`config.mk`:
```
export PLATFORM = sky130hd
export DESIGN_NAME = regfile_op_sequencer_flat
export DESIGN_NICKNAME = d
export VERILOG_FILES = /design/src/rtl/regfile_op_sequencer_if.sv /design/src/rtl/regfile_op_sequencer.sv /design/src/flat_wrapper.sv
export SDC_FILE = /design/constraint.sdc
export NUM_CORES = 1
export LEC_CHECK = 0
export ABC_AREA = 1
export CORE_MARGIN = 3
export CORE_UTILIZATION = 49
export DETAILED_ROUTE_END_ITERATION = 7
export GPL_TIMING_DRIVEN = 0
export PLACE_DENSITY = 0.77
export SLEW_MARGIN = 5
export SYNTH_ARGS = -nofsm -noshare
export SYNTH_HDL_FRONTEND = slang
export SYNTH_SLANG_ARGS = --single-unit
```
`constraint.sdc`:
```
create_clock -name clk -period 1.9 [get_ports clk]
set_input_delay 0.38 -clock clk [delete_from_list [all_inputs] [get_ports clk]]
set_output_delay 0.38 -clock clk [all_outputs]
set_load 0.05 [all_outputs]
```
`src/rtl/regfile_op_sequencer_if.sv`:
```
// Command and register-file port bundle for regfile_op_sequencer.
// master = sequencer side, slave = command source plus register file.
interface regfile_op_sequencer_if #(
  parameter int DATA_WIDTH = 16,
  parameter int ADDR_WIDTH = 5
);
  logic                  CmdValid;
  logic                  CmdReady;
  logic [1:0]            CmdOp;
  logic [ADDR_WIDTH-1:0] CmdDest;
  logic [ADDR_WIDTH-1:0] CmdSrc1;
  logic [ADDR_WIDTH-1:0] CmdSrc2;
  logic [ADDR_WIDTH-1:0] ReadAddress1;
  logic [ADDR_WIDTH-1:0] ReadAddress2;
  logic [DATA_WIDTH-1:0] ReadValue1;
  logic [DATA_WIDTH-1:0] ReadValue2;
  logic                  mode;
  logic [ADDR_WIDTH-1:0] WriteAddress;
  logic [DATA_WIDTH-1:0] WriteValue;
  logic                  Carry;
  logic                  Zero;
  logic [7:0]            OpCount;

  modport master (
    input  CmdValid, CmdOp, CmdDest, CmdSrc1, CmdSrc2, ReadValue1, ReadValue2,
    output CmdReady, ReadAddress1, ReadAddress2, mode, WriteAddress, WriteValue,
           Carry, Zero, OpCount
  );

  modport slave (
    output CmdValid, CmdOp, CmdDest, CmdSrc1, CmdSrc2, ReadValue1, ReadValue2,
    input  CmdReady, ReadAddress1, ReadAddress2, mode, WriteAddress, WriteValue,
           Carry, Zero, OpCount
  );
endinterface

```
`src/rtl/regfile_op_sequencer.sv`:
```
// Sequences one Dest <= Src1 op Src2 command through a 2-read/1-write register file.
// Optional macro ZERO_REG_EN: register 0 reads as zero and is never written.
module regfile_op_sequencer #(
  parameter int DATA_WIDTH = 16,
  parameter int ADDR_WIDTH = 5
) (
  input logic clk,
  input logic rst,
  regfile_op_sequencer_if.master bus
);

  typedef enum logic [1:0] {IDLE, READ, EXEC, WRITE} state_t;

  state_t state;
  state_t stateNext;

  logic [1:0]            cmdOp_p0;
  logic [ADDR_WIDTH-1:0] cmdDest_p0;
  logic [DATA_WIDTH-1:0] opA_p1;
  logic [DATA_WIDTH-1:0] opB_p1;
  logic [DATA_WIDTH:0]   result;
  logic                  writeEn;
  logic                  accept;

  // Carry lands in the extra MSB; SUB carry is the no-borrow flag.
  function automatic logic [DATA_WIDTH:0] aluResult(
    input logic [1:0]            op,
    input logic [DATA_WIDTH-1:0] a,
    input logic [DATA_WIDTH-1:0] b
  );
    logic [DATA_WIDTH:0] r;
    case (op)
      2'b00:   r = {1'b0, a} + {1'b0, b};
      2'b01:   r = {1'b0, a} + {1'b0, ~b} + {{DATA_WIDTH{1'b0}}, 1'b1};
      2'b10:   r = {1'b0, a & b};
      default: r = {1'b0, a | b};
    endcase
    return r;
  endfunction

  assign accept       = (state == IDLE) && bus.CmdValid;
  assign bus.CmdReady = (state == IDLE) && !rst;
  assign result       = aluResult(cmdOp_p0, opA_p1, opB_p1);

`ifdef ZERO_REG_EN
  assign writeEn = (cmdDest_p0 != '0);
`else
  assign writeEn = 1'b1;
`endif

  always_ff @(posedge clk or posedge rst) begin
    if (rst) state <= IDLE;
    else     state <= stateNext;
  end

  always_comb begin
    stateNext = state;
    case (state)
      IDLE:    if (bus.CmdValid) stateNext = READ;
      READ:    stateNext = EXEC;
      EXEC:    stateNext = WRITE;
      default: stateNext = IDLE;
    endcase
  end

  // Stage p0: command latch at acceptance; stage p1: operand capture in READ
  always_ff @(posedge clk) begin
    if (accept) begin
      cmdOp_p0   <= bus.CmdOp;
      cmdDest_p0 <= bus.CmdDest;
    end
    if (state == READ) begin
`ifdef ZERO_REG_EN
      opA_p1 <= (bus.ReadAddress1 == '0) ? '0 : bus.ReadValue1;
      opB_p1 <= (bus.ReadAddress2 == '0) ? '0 : bus.ReadValue2;
`else
      opA_p1 <= bus.ReadValue1;
      opB_p1 <= bus.ReadValue2;
`endif
    end
  end

  // Stage p2: registered file-facing outputs and status flags
  always_ff @(posedge clk or posedge rst) begin
    if (rst) begin
      bus.ReadAddress1 <= '0;
      bus.ReadAddress2 <= '0;
      bus.mode         <= 1'b0;
      bus.WriteAddress <= '0;
      bus.WriteValue   <= '0;
      bus.Carry        <= 1'b0;
      bus.Zero         <= 1'b0;
      bus.OpCount      <= '0;
    end else begin
      case (state)
        IDLE: begin
          if (bus.CmdValid) begin
            bus.ReadAddress1 <= bus.CmdSrc1;
            bus.ReadAddress2 <= bus.CmdSrc2;
          end
        end
        EXEC: begin
          bus.WriteAddress <= cmdDest_p0;
          bus.WriteValue   <= result[DATA_WIDTH-1:0];
          bus.Carry        <= result[DATA_WIDTH];
          bus.Zero         <= (result[DATA_WIDTH-1:0] == '0);
          bus.mode         <= writeEn;
        end
        WRITE: begin
          bus.mode    <= 1'b0;
          bus.OpCount <= bus.OpCount + 8'd1;
        end
        default: ;
      endcase
    end
  end

endmodule

```
`src/flat_wrapper.sv`:
```
// flat-port wrapper written by rule: the top's interface ports become plain ports
module regfile_op_sequencer_flat 
#(
  parameter int DATA_WIDTH = 16,
  parameter int ADDR_WIDTH = 5
)
  (clk, rst, bus_CmdValid, bus_CmdOp, bus_CmdDest, bus_CmdSrc1, bus_CmdSrc2, bus_ReadValue1, bus_ReadValue2, bus_CmdReady, bus_ReadAddress1, bus_ReadAddress2, bus_mode, bus_WriteAddress, bus_WriteValue, bus_Carry, bus_Zero, bus_OpCount);
  regfile_op_sequencer_if #(.DATA_WIDTH(DATA_WIDTH), .ADDR_WIDTH(ADDR_WIDTH)) bus_i ();
  input logic clk;
  input logic rst;
  input wire logic [$bits(bus_i.CmdValid)-1:0] bus_CmdValid;
  input wire logic [$bits(bus_i.CmdOp)-1:0] bus_CmdOp;
  input wire logic [$bits(bus_i.CmdDest)-1:0] bus_CmdDest;
  input wire logic [$bits(bus_i.CmdSrc1)-1:0] bus_CmdSrc1;
  input wire logic [$bits(bus_i.CmdSrc2)-1:0] bus_CmdSrc2;
  input wire logic [$bits(bus_i.ReadValue1)-1:0] bus_ReadValue1;
  input wire logic [$bits(bus_i.ReadValue2)-1:0] bus_ReadValue2;
  output wire logic [$bits(bus_i.CmdReady)-1:0] bus_CmdReady;
  output wire logic [$bits(bus_i.ReadAddress1)-1:0] bus_ReadAddress1;
  output wire logic [$bits(bus_i.ReadAddress2)-1:0] bus_ReadAddress2;
  output wire logic [$bits(bus_i.mode)-1:0] bus_mode;
  output wire logic [$bits(bus_i.WriteAddress)-1:0] bus_WriteAddress;
  output wire logic [$bits(bus_i.WriteValue)-1:0] bus_WriteValue;
  output wire logic [$bits(bus_i.Carry)-1:0] bus_Carry;
  output wire logic [$bits(bus_i.Zero)-1:0] bus_Zero;
  output wire logic [$bits(bus_i.OpCount)-1:0] bus_OpCount;
  assign bus_i.CmdValid = bus_CmdValid;
  assign bus_i.CmdOp = bus_CmdOp;
  assign bus_i.CmdDest = bus_CmdDest;
  assign bus_i.CmdSrc1 = bus_CmdSrc1;
  assign bus_i.CmdSrc2 = bus_CmdSrc2;
  assign bus_i.ReadValue1 = bus_ReadValue1;
  assign bus_i.ReadValue2 = bus_ReadValue2;
  assign bus_CmdReady = bus_i.CmdReady;
  assign bus_ReadAddress1 = bus_i.ReadAddress1;
  assign bus_ReadAddress2 = bus_i.ReadAddress2;
  assign bus_mode = bus_i.mode;
  assign bus_WriteAddress = bus_i.WriteAddress;
  assign bus_WriteValue = bus_i.WriteValue;
  assign bus_Carry = bus_i.Carry;
  assign bus_Zero = bus_i.Zero;
  assign bus_OpCount = bus_i.OpCount;
  regfile_op_sequencer #(.DATA_WIDTH(DATA_WIDTH), .ADDR_WIDTH(ADDR_WIDTH)) u_core (.clk(clk), .rst(rst), .bus(bus_i));
endmodule
```
==> run_results.csv <==
group,metric,value,unit
run_status,outcome,"complete, but fails checks",
run_status,failed_checks,"setup timing",
synth,synth_top_area_cell,"edfxtp_1",
timing,finalWorstSetupSlack,-0.394,ns
floorplan,io_pins,95,
finish,nets,1036,
timing,clock_tree_skew_after_final_layout,0.00888,ns
routing,average_vias_per_placed_instance,5.34,
finish,final.fill_count,815,
floorplan,starting_density,0.506,
floorplan,rows,39,
finish,post_route_cells_drive_above_1_share,0.257,
timing,maxSlewViolCount,0,
synth,ys_seq_area_frac,0.392,
floorplan,chipWidth,115,um
synth,synth_top_flop_cell,"dfrtp_1",
global_routing,maximum_number_of_pins_on_one_net_before_global_route_repair,33,
routing,detail_route.wl_per_cell,15.8,um
timing,relSlewSlack,0.470,
setup_path,crit_path_end_kind,"register",
clock_network,numCtsBuffers,9,
floorplan,area_of_the_placeable_core,11500,um^2
synth,yosys.cell_count.top_type,"nand2_1",
clock_network,clock_tree.htree_level_count,3,
setup_path,path_max_fanout,3,
floorplan,die_area,13200,um^2
place,gp_routability_congestion,0.960,
clock_network,clk_transition_reported_paths,0.06,ns
clock_network,cts_tree,"yes",
routing,antenna_left,0,
timing,transition_at_the_pin_with_the_smallest_max_transition_slack,0.796,ns
timing,grt_setup_unrepaired,"true",
synth,synth_enable_flop_cells,39,
power_and_ir_drop,power_density,1650,nW/um^2
timing,achievable-frequency,0.436,GHz
synth,synth_async_reset_ratio,0.530,
place,dp_hpwl,11400,um
setup_path,critical_path.startpoint_type,"register",
timing,final.min_clock_period,2.29,ns
power_and_ir_drop,irDropWorstVdd,1.23,mV
synth,postSynthAreaPerCell,7.60,um^2
clock_network,cts_root_buffer_type,"clkbuf_16",
setup_path,worst_ep_arrival_time,2.58,ns
setup_path,critPathKind,"register to register",
timing,tightest_hold_margin,0.372,ns
synth,synth_seq_cells,83,
job,cap_violations,0,
routing,via_count,5732,
global_routing,global_route.usage.total,0.255,
finish,final-seq-area,2270,um^2
clock_network,clock_buffer_depth,2,
routing,drt_first_pass_iters,6,
clock_network,cts-hold-fix-buffers,0,
floorplan,dieHeight,115,um
clock_network,clkSinkCount,83,
timing,hold_viol,0,
power_and_ir_drop,leakagePower,0.00428,uW
worst_hold_path,hold_path_class,"input port to asynchronous set/reset pin",
clock_network,clk-insertion-delay-late,0.34,ns
global_routing,first_global_vias,5634,
synth,synth.lib_cells_used.distinct,38,
timing,fin_setup_tns,-2.41,ns
setup_path,timing.reg2reg.setup_slack,-0.39,ns
routing,drt_iter0_markers,480,
finish,area_growth_from_synthesis_to_layout,41.3,%
synth,synth_common_cells,"248 x nand2_1, 113 x inv_1, 84 x nand3_1",
synth,syn-cell-area,5800,um^2
setup_path,critical_path_required,2.18,ns
finish,insertedDiodeCount,0,
finish,multi_input_comb_area,3370,um^2
global_routing,number_of_antenna_violations_at_the_first_check_in_global_routing,0,
timing,timing.final.setup_violations,13,
global_routing,grt_first_pass_wirelength,26600,um
place,placement.io_buffers,94,
synth,syn-num-nets,873,
timing,timing.final.crit_share,1.21,
global_routing,grt.overflow.total,0,
routing,routed_wl,16900,um
synth,synthesis.instances,763,
synth,leading_post_synthesis_cells_by_cell_area,"edfxtp_1 20%, dfrtp_1 19%, nand2_1 16%, ha_1 12%, inv_1 7.3%",
place,pre_cts_ws,-0.429,ns
routing,drc_violation_count_after_routing,0,
synth,synth-warning-count,0,
synth,synth.top_cell.area_share,0.202,
==> flip-flops by register name, indices dropped and copies added (netlist names) <==
signal,cells
u_core.bus.ReadAddress2,5
u_core.bus.Carry,1
u_core.bus.mode,1
u_core.bus.ReadAddress1,5
u_core.bus.WriteAddress,5
u_core.bus.Zero,1
u_core.opA_p1,16
u_core.opB_p1,16
u_core.cmdOp_p0,2
u_core.state,2
u_core.bus.WriteValue,16
u_core.bus.OpCount,8
u_core.cmdDest_p0,5
==> layout make-up <==
cell class / instances / area share
Buffer: 21 / 0.0229
Inverter: 120 / 0.0564
Multi-Input combinational cell: 537 / 0.412
Sequential cell: 83 / 0.277
Clock inverter: 4 / 0.00351
Clock buffer: 12 / 0.0327
Timing Repair Buffer: 154 / 0.173
Tap cell: 143 / 0.0218
==> layer usage <==
| layer | track usage | vias up | wire [um] |
|---|---|---|---|
| met5 | 0 | - | 0 |
| met4 | 0.0923 | 0 | 499 |
| met3 | 0.0668 | 59 | 1730 |
| met2 | 0.434 | 268 | 8200 |
| met1 | 0.314 | 2665 | 6510 |
| li1 | - | 2740 | - |
==> cell families after synthesis <==
| kind of cell | count (synthesis) | synth area share |
|---|---|---|
| AOI/OAI and AO/OA | 47 | 0.0455 |
| xor gates and xnor gates | 6 | 0.00907 |
| adders and majority gates | 58 | 0.128 |
| buffers and inverters | 143 | 0.106 |
| DFF | 83 | 0.392 |
| muxes | 1 | 0.00194 |
| and+or+nand+nor | 425 | 0.318 |
==> worst paths after layout <==
kind,startpoint,cells after the start,endpoint
worst max-delay path,u_core.opA_p1[0],16,u_core.bus.Zero
worst min-delay path,rst,2,u_core.bus.OpCount[0]
worst max register to register,u_core.opA_p1[0],16,u_core.bus.Zero
worst min register to register,u_core.cmdDest_p0[4],2,u_core.bus.WriteAddress[4]
max in group asynchronous,rst,3,u_core.bus.WriteValue[0]
min in group clk,u_core.cmdDest_p0[4],2,u_core.bus.WriteAddress[4]
==> metrics by stage <==
| stage | instance area, um^2 | total power [uW] | util | std cells |
|---|---|---|---|---|
| detailed placement | 6950 | 10200 | 0.606 | 1001 |
| finish | 8190 | 13500 | 0.714 | 1074 |
| global route | 8190 | 14300 | 0.714 | 1074 |
| global placement | 6930 | 10000 | 0.604 | 1000 |
| CTS | 7960 | 12900 | 0.694 | 1065 |
| floorplan | 5810 | 8090 | - | 763 |
==> worst max-delay path: stages (launching register included) <==
cell	delay, ns
edfxtp_1	0.43
inv_2	0.07
ha_2	0.20
fa_2	0.37
inv_2	0.08
nand2_2	0.08
nand2_4	0.09
nand3_2	0.09
nand2_1	0.07
nand2_1	0.04
nand3_1	0.09
nand4_1	0.14
nor2_1	0.11
nand3_1	0.09
nor2_1	0.11
nand3_1	0.09
nand2_1	0.07
==> power by group <==
part / internal (uW) / leakage [uW] / switching (uW)
Clock: 1010 / 0.000149 / 730
Sequential: 2610 / 0.000912 / 418
Combinational: 3110 / 0.00322 / 5620
Total: 6730 / 0.00428 / 6770
==> cells in the final DEF (no fill, tap or decap), types with 11 or more instances in the layout <==
cell type | netlist | final
a21oi_1 | 15 | 11
buf_4 | 5 | 55
buf_6 | 7 | 13
clkdlybuf4s50_1 | 0 | 51
dfrtp_1 | 44 | 44
dlygate4sd2_1 | 0 | 22
dlymetal6s2s_1 | 0 | 20
edfxtp_1 | 39 | 39
ha_1 | 56 | 39
ha_4 | 0 | 11
inv_1 | 113 | 85
inv_2 | 6 | 30
nand2_1 | 248 | 219
nand2_2 | 5 | 29
nand3_1 | 84 | 68
nand3_2 | 1 | 16
nand4_1 | 18 | 18
nor2_1 | 44 | 39
o21ai_0 | 21 | 14
==> timing repair <==
action | in CTS | in global routing
buffers inserted | 44 | 10
resized for setup | 138 | 57
gates cloned | 5 | 1
setup endpoints to repair | 37 | 50
pin swaps | 31 | 18
(Power assumes the default switching activity.)
